$ cat config.mk
export PLATFORM = sky130hd
export DESIGN_NAME = updown_mod_counter
export DESIGN_NICKNAME = d
export VERILOG_FILES = /design/src/rtl/updown_mod_counter.sv
export SDC_FILE = /design/constraint.sdc
export NUM_CORES = 1
export LEC_CHECK = 0
export ABC_CLOCK_PERIOD_IN_PS = 3000
export BUFFER_PORTS_ARGS = -buffer_cell sky130_fd_sc_hd__buf_2
export CAP_MARGIN = 10
export CORE_MARGIN = 10
export CORE_UTILIZATION = 25
export CTS_CLUSTER_DIAMETER = 150
export DETAILED_ROUTE_END_ITERATION = 10
export PLACE_DENSITY_LB_ADDON = 0.2
export SLEW_MARGIN = 10
export SYNTH_ARGS = -nofsm -noshare
export SYNTH_HDL_FRONTEND = slang
export SYNTH_SLANG_ARGS = --single-unit
$ cat constraint.sdc
create_clock -name clk -period 3 [get_ports clk]
set_input_delay 0.3 -clock clk [delete_from_list [all_inputs] [get_ports clk]]
set_output_delay 0.3 -clock clk [all_outputs]
set_load 0.01 [all_outputs]
$ cat src/rtl/updown_mod_counter.sv
// Up/down counter over the runtime range 0..limit with wrap or saturate at the bounds.
// count, wrap and ovf are registered; at_max and at_zero are decoded from count.
module updown_mod_counter #(
   parameter int unsigned WIDTH    = 32,
   parameter int unsigned SATURATE = 0
) (
   input  logic             clk,
   input  logic             rst,
   input  logic             en,
   input  logic             clr,
   input  logic             load,
   input  logic [WIDTH-1:0] load_val,
   input  logic             up,
   input  logic [WIDTH-1:0] limit,
   output logic [WIDTH-1:0] count,
   output logic             wrap,
   output logic             ovf,
   output logic             at_max,
   output logic             at_zero
);

   localparam logic [WIDTH-1:0] ONE = {{(WIDTH-1){1'b0}}, 1'b1};
   localparam bit               SAT = (SATURATE != 0);

   logic [WIDTH-1:0] count_q, count_d;
   logic             wrap_q, wrap_d;
   logic             ovf_q, ovf_d;

   always_comb begin
      count_d = count_q;
      wrap_d  = 1'b0;
      ovf_d   = ovf_q;
      if (clr) begin
         count_d = '0;
         ovf_d   = 1'b0;
      end else if (load) begin
         count_d = (load_val > limit) ? limit : load_val;
      end else if (en) begin
         if (up) begin
            if (count_q < limit) begin
               count_d = count_q + ONE;
            end else begin
               ovf_d = 1'b1;
               if (SAT) begin
                  count_d = limit;
               end else begin
                  count_d = '0;
                  wrap_d  = 1'b1;
               end
            end
         end else begin
            // A count stranded above a lowered limit is pulled back without flagging a bound hit.
            if (count_q > limit) begin
               count_d = limit;
            end else if (count_q == '0) begin
               ovf_d = 1'b1;
               if (!SAT) begin
                  count_d = limit;
                  wrap_d  = 1'b1;
               end
            end else begin
               count_d = count_q - ONE;
            end
         end
      end
   end

   always_ff @(posedge clk or negedge rst) begin
      if (!rst) begin
         count_q <= '0;
         wrap_q  <= 1'b0;
         ovf_q   <= 1'b0;
      end else begin
         count_q <= count_d;
         wrap_q  <= wrap_d;
         ovf_q   <= ovf_d;
      end
   end

   assign count   = count_q;
   assign wrap    = wrap_q;
   assign ovf     = ovf_q;
   assign at_max  = (count_q == limit);
   assign at_zero = (count_q == '0);

endmodule
==> results of run 1 <==
-- per-stage QoR --
stage | instance area, um2 | util (%) | cells | TNS (ns) | setup slack [ns]
final | 7467 | 34.22 | 1248 | 0 | 0.1125
after global routing | 7467 | 34.22 | 1248 | 0 | 0.002358
after CTS | 7413 | 33.97 | 1248 | -0.002069 | -0.002069
after detailed placement | 7277 | 33.34 | 1241 | -4.179 | -0.2690
after global placement | 7277 | 33.34 | 1241 | -3.118 | -0.1855
after floorplan | 5529 | - | 778 | 0 | 0.1556
-- layout make-up --
class | count | area [um2] | share of cell area, %
clock buffer | 7 | 132.6 | 1.776
inverter | 42 | 157.7 | 2.111
multi-input combinational | 636 | 4294 | 57.51
sequential | 34 | 850.8 | 11.39
tap | 280 | 350.3 | 4.692
timing repair buffer | 249 | 1682 | 22.52
-- layer usage --
metal / global-route usage, % / wire length (um) / vias to the layer above
li1: - / - / 3280
met1: 24.12 / 11990 / 3165
met2: 26.57 / 10990 / 230
met3: 3.520 / 1640 / 16
met4: 3.444 / 323 / 0
met5: 0 / 0 / -
-- logic make-up after synthesis --
logic type / synth area share (%)
flip-flops: 15.39
multiplexers: 0.9278
adder cells (fa/ha/maj): 15.16
buffers and inverters: 8.056
AO/OA/AOI/OAI: 29.51
XOR/XNOR: 5.069
AND/OR/NAND/NOR: 25.89
-- flip-flops by register name, indices dropped and copies added (netlist names) --
| signal | cells |
|---|---|
| count | 32 |
| ovf | 1 |
| wrap | 1 |
-- timing repair --
action / 4_1_cts / 5_1_grt
setup endpoints to repair: 10 / 33
pin swaps: 1 / 4
gates resized for setup: 2 / 10
cloned: 0 / 0
-- worst min path at each step --
stage / start / end / slack (ns)
after global routing: rst / count[29] / 0.22
after global placement: rst / count[30] / 0.51
final: rst / count[28] / 0.15
after detailed placement: rst / count[30] / 0.51
after CTS: rst / count[4] / 0.19
after floorplan: rst / count[0] / 0.004
-- cell usage in the layout, fill, tap and decap left out, drive strengths merged, types with 7 or more instances in the layout --
cell	count
a21oi	64
a221oi	14
a311o	17
a31oi	28
and3	8
buf	249
clkbuf	7
dfrtp	34
ha	67
inv	42
nand2	101
nand3	30
nand4	21
nor2	57
nor3	18
nor4	21
o211ai	12
o21ai	39
xnor2	20
xor2	12
-- power groups by stage --
stage	Sequential, W	Clock, W	Combinational (W)
4_1_cts	0.000544	0.000549	0.00139
3_5_place_dp	0.000552	0	0.00138
6_report	0.000544	0.000535	0.00140
3_3_place_gp	0.000552	0	0.00138
2_1_floorplan	0.000571	0	0.000743
5_1_grt	0.000551	0.000560	0.00155
==> reports/metrics.yaml, run 1 <==
cts:
  clkSinkCount: 34
  cts_buffer_depth: 2
  clk_pin_slew_ns: 0.06
  insertion_delay_ns: 0.30
  ctsHoldBuffers: 0
  htreeDepth: 2
  cts_tree: "yes"
  root_buffer: "clkbuf_16"
  post_cts_buffers: 0
  cts_inserted_buffers: 5
pwr:
  p_seq_share_pct: 21.9
  peakVddDrop_uv: 185.6
  power_frac_comb_pct: 56.5
  p_per_area_mw_per_mm2: 332.2
  leakage_nw: 3.550
  p_sw_share_pct: 42.98
  internal_power_w: 0.001414
  p_total_w: 0.002480
  switchingPower_w: 0.001066
  clockPowerShare_pct: 21.6
run:
  maxCapViolations: 0
logic_synthesis:
  synth_common_cells: "nand2_1, ha_1, a21oi_1"
  ys_types: 64
  syn-cell-area_mm2: 0.005529
  synth.most_common_cell: "nand2_1"
  synth_warnings: 0
  yosysTopAreaCell: "dfrtp_1"
  post_synth.cell_area_avg_um2: 7.107
  synthTopCellsByArea: "dfrtp_1, ha_1, nand2_1"
  yosysTopAreaCellShare_pct: 15.39
  ys_seq_elements: 34
  synth_ff_type: "dfrtp_1"
  syn_inst: 778
  synthesis.nets: 915
  seq_area_frac_synth_pct: 15.39
  async_flop_share_pct: 100.0
  synth_edf_count: 0
floorplanning:
  core_mm2: 0.02182
  io_pins: 106
  die-width_um: 168.7
  dieArea_mm2: 0.02846
  initial_core_util_pct: 25.34
  die_h_um: 168.7
  rows: 54
sta:
  fin_crit_sh_pct: 96.25
  hold_ws_ns: 0.1518
  timing.final.hold_violations: 0
  grt_setup_unrepaired: "false"
  fin_crit_ns: 2.888
  slew_headroom_pct: 35.86
  worst_pin_slew_ns: 0.9621
  max_freq_ghz: 0.3463
  finClkSkew_ns: 0.01140
  setup_viol: 0
  final_max_slew_viol_count: 0
route:
  firstDrtPassIters: 5
  drc: 0
  wl_per_cell_um: 19.99
  vias: 6691
  vias_per_cell: 5.361
  drtIter0Drc: 652
  wirelength_um: 24950
  ant_nets: 0
critical_path:
  arrival_ns: 2.59
  crit_buf_inv: 4
  cp-endpoint: "at_zero"
  path_delay_family: "simple AND/OR/NAND/NOR gates"
  cp.required_ns: 2.70
  slowest_delay_ns: 0.59
  path_cells: "or4_4, or4_4, nor3_4, nand2b_2, buf_4, inv_1, buf_4, buf_2"
  criticalPathCategory: "reg2out"
  cp-startpoint: "count[27]"
  worstReg2RegStart: "count[15]"
  path_depth: 8
  startpoint_type: "flip-flop"
  r2r_end: "count[29]"
  cp-end-kind: "output port"
  crit_slowest_cell: "or4_4"
  worst-path-max-fanout: 6
  reg2reg_depth: 12
  reg2reg_slack_ns: 0.12
placed_design:
  post-dp-hpwl_um: 19820
  port_buffers: 105
  gp_congestion: 0.9370
cells_and_area:
  fin_nets: 1105
  fillers: 2364
  drive_gt1_share_pct: 29.03
  antenna_cells: 0
  syn2layout_area_growth_pct: 35.05
global_routing:
  track_usage_pct: 17.21
  antenna_found_initial: 0
  grt_pass1_vias: 6673
  grt_start_max_net_pins: 35
  grt_pass1_wl_um: 39480
  gr-total-overflow: 0
min_path:
  min_path_type: "in2async"
run_status:
  status: "completed"
No activity file was read; power rests on OpenSTA's default activity.
==> run 2, diff against run 1 <==
- BUFFER_PORTS_ARGS: -buffer_cell sky130_fd_sc_hd__buf_2 -> -buffer_cell sky130_fd_sc_hd__buf_4
- CORE_ASPECT_RATIO: not set -> 1.1
- GPL_TIMING_DRIVEN: not set -> 0
==> run 2 against run 1 <==
Compared with the run above: the run now ends with negative hold slack left; maximum frequency shrank 1.5%; combinational power barely moved; largest cell class unchanged; count of clock-buffer cells in the layout is the same; core utilization down 0.66 points; global-route usage up 2.2 points.
==> reports/metrics.yaml, run 2 (same netlist as run 1, synthesis figures left out) <==
run_status:
  status: "finished, violations left"
  violations: "negative hold slack"
floorplanning:
  rows: 57  # +5.6%
  die-width_um: 161.8  # -4.1%
  dieArea_mm2: 0.02847  # about the same
  initial_core_util_pct: 25.25  # -0.083 points
  core_mm2: 0.02189  # +0.33%
  io_pins: 106  # unchanged
  die_h_um: 176.0  # +4.3%
cells_and_area:
  fillers: 2404  # +1.7%
  syn2layout_area_growth_pct: 32.88
  final_util_pct: 33.56  # -0.66 points
  fin_nets: 1045  # -5.4%
  drive_gt1_share_pct: 24.20  # -4.8 points
  antenna_cells: 0  # unchanged
  layout_common_cells: "buf_4, nand2_1, a21oi_1, ha_1, nor2_1"
  largest_register_ffs: 32  # unchanged
  final_common_cell: "buf_4"
critical_path:
  cp.required_ns: 3.21  # +0.51 ns
  reg2reg_slack_ns: 0.07  # -0.05 ns
  arrival_ns: 3.14  # +0.55 ns
  path_cells: "buf_6, or4_4, or4_4, nor3_4, nand2b_2, nor2_2, a22o_1, nand3_1, a21oi_1"
  reg2reg_depth: 9  # -3
  slowest_delay_ns: 0.52  # -0.07 ns
  cp_common_cell: "or4_4"
  cp-end-kind: "flip-flop"
  worstReg2RegStart: "count[25]"
  crit_slowest_cell: "or4_4"
  r2r_end: "ovf"
  criticalPathCategory: "reg2reg"
  startpoint_type: "flip-flop"
  worst-path-max-fanout: 10  # +4
cts:
  root_buffer: "clkbuf_16"
  htreeDepth: 2  # unchanged
  clk_pin_slew_ns: 0.07  # about the same
  clkSinkCount: 34  # unchanged
  cts_inserted_buffers: 5  # unchanged
  insertion_delay_ns: 0.31  # about the same
  ctsHoldBuffers: 0  # unchanged
  cts_tree: "yes"
  cts_buffer_depth: 2  # unchanged
placed_design:
  pre_cts_ws_ns: -1.384  # -1.115 ns
  post-dp-hpwl_um: 21720  # +9.6%
  gp_congestion: 0.9689  # +3.4%
  port_buffers: 103  # -1.9%
pwr:
  switchingPower_w: 0.001146  # +7.5%
  peakVddDrop_uv: 194.8  # +5.0%
  leakage_nw: 3.247  # -8.5%
  clockPowerShare_pct: 22.6  # +1.0 points
  p_seq_share_pct: 22.4  # +0.5 points
  p_per_area_mw_per_mm2: 345.0  # +3.9%
  power_frac_comb_pct: 55.0  # -1.5 points
  p_sw_share_pct: 45.22  # +2.2 points
  internal_power_w: 0.001388  # -1.8%
min_path:
  min_path_type: "in2async"
route:
  ant_nets: 0  # unchanged
  wl_per_cell_um: 23.91  # +20%
  drtIter0Drc: 693  # +6.3%
  vias_per_cell: 5.641  # +5.2%
  firstDrtPassIters: 5  # unchanged
  drc: 0  # unchanged
  vias: 6792  # +1.5%
  wirelength_um: 28780  # +15%
sta:
  setup_ws_ns: 0.06953  # -0.04294 ns
  max_freq_ghz: 0.3412  # -1.5%
  finClkSkew_ns: 0.01221  # +0.0008154 ns
  fin_crit_sh_pct: 97.68  # +1.4 points
  setup_viol: 0  # unchanged
  worst_pin_slew_ns: 1.056  # +0.09403 ns
  final_max_slew_viol_count: 0  # unchanged
  hold_ws_ns: -0.02061  # -0.1725 ns
  timing.final.hold_violations: 34  # +34
  slew_headroom_pct: 29.59  # -6.3 points
  fin_crit_ns: 2.930  # +0.04294 ns
global_routing:
  antenna_found_initial: 0  # unchanged
  grt_start_max_net_pins: 35  # unchanged
  grt_pass1_vias: 6691  # +0.27%
  track_usage_pct: 19.40  # +2.2 points
  gr-total-overflow: 0  # unchanged
  grt_pass1_wl_um: 41970  # +6.3%
run:
  maxCapViolations: 0  # unchanged
## run 2: how the worst max path moves through the flow
stage          depth (start not counted)        end      start
3_3_place_gp                          12   count[2]  count[30]
3_5_place_dp                          12   count[2]  count[30]
6_report                               9        ovf  count[25]
5_1_grt                               13   count[2]  limit[30]
4_1_cts                               13  count[21]   limit[9]
2_1_floorplan                         12   count[2]  count[19]
## run 2: cell type report
type / instances / area (um2) / area share (%)
Clock inverter: 1 / 5.005 / 0.06812
Sequential cell: 34 / 859.6 / 11.70
Tap cell: 295 / 369.1 / 5.024
Timing Repair Buffer: 126 / 945.9 / 12.87
Multi-Input combinational cell: 636 / 4526 / 61.60
Inverter: 42 / 157.7 / 2.146
Clock buffer: 7 / 142.6 / 1.941
Buffer: 63 / 341.6 / 4.649
## run 2: worst max-delay path, delay by kind of cell, from the launching register on
family | cells | cell delay [ns]
flops | 1 | 0.42
compound gates | 2 | 0.43
buf+inv | 1 | 0.16
simple gates | 6 | 1.83
## run 2: stage by stage
step / power [W] / setup TNS, ns / std cells / cell area, um2
2_1_floorplan: 0.001314 / 0 / 778 / 5529
3_3_place_gp: 0.001826 / -37.78 / 1176 / 6671
6_report: 0.002534 / 0 / 1204 / 7347
4_1_cts: 0.002461 / 0 / 1193 / 7077
3_5_place_dp: 0.001826 / -38.31 / 1176 / 6671
5_1_grt: 0.002688 / -0.01664 / 1204 / 7347
## run 2: routing by layer
| metal | track usage (%) | share of wire (%) |
|---|---|---|
| met5 | 0 | 0 |
| met4 | 6.715 | 3.1 |
| met3 | 4.076 | 7.7 |
| met2 | 32.37 | 47 |
| met1 | 24.23 | 43 |
## run 2: timing repair
item                       4_1_cts  5_1_grt
gates resized for setup         54       46
buffers inserted                11       12
setup endpoints to repair       35       33
pin swaps                        7        8
## run 2: power groups by stage
stage	Clock (W)	Sequential [W]	Combinational [W]
floorplan	0	0.000571	0.000743
global placement	0	0.000573	0.00125
detailed placement	0	0.000573	0.00125
CTS	0.000583	0.000569	0.00131
global route	0.000598	0.000575	0.00151
finish	0.000573	0.000568	0.00139
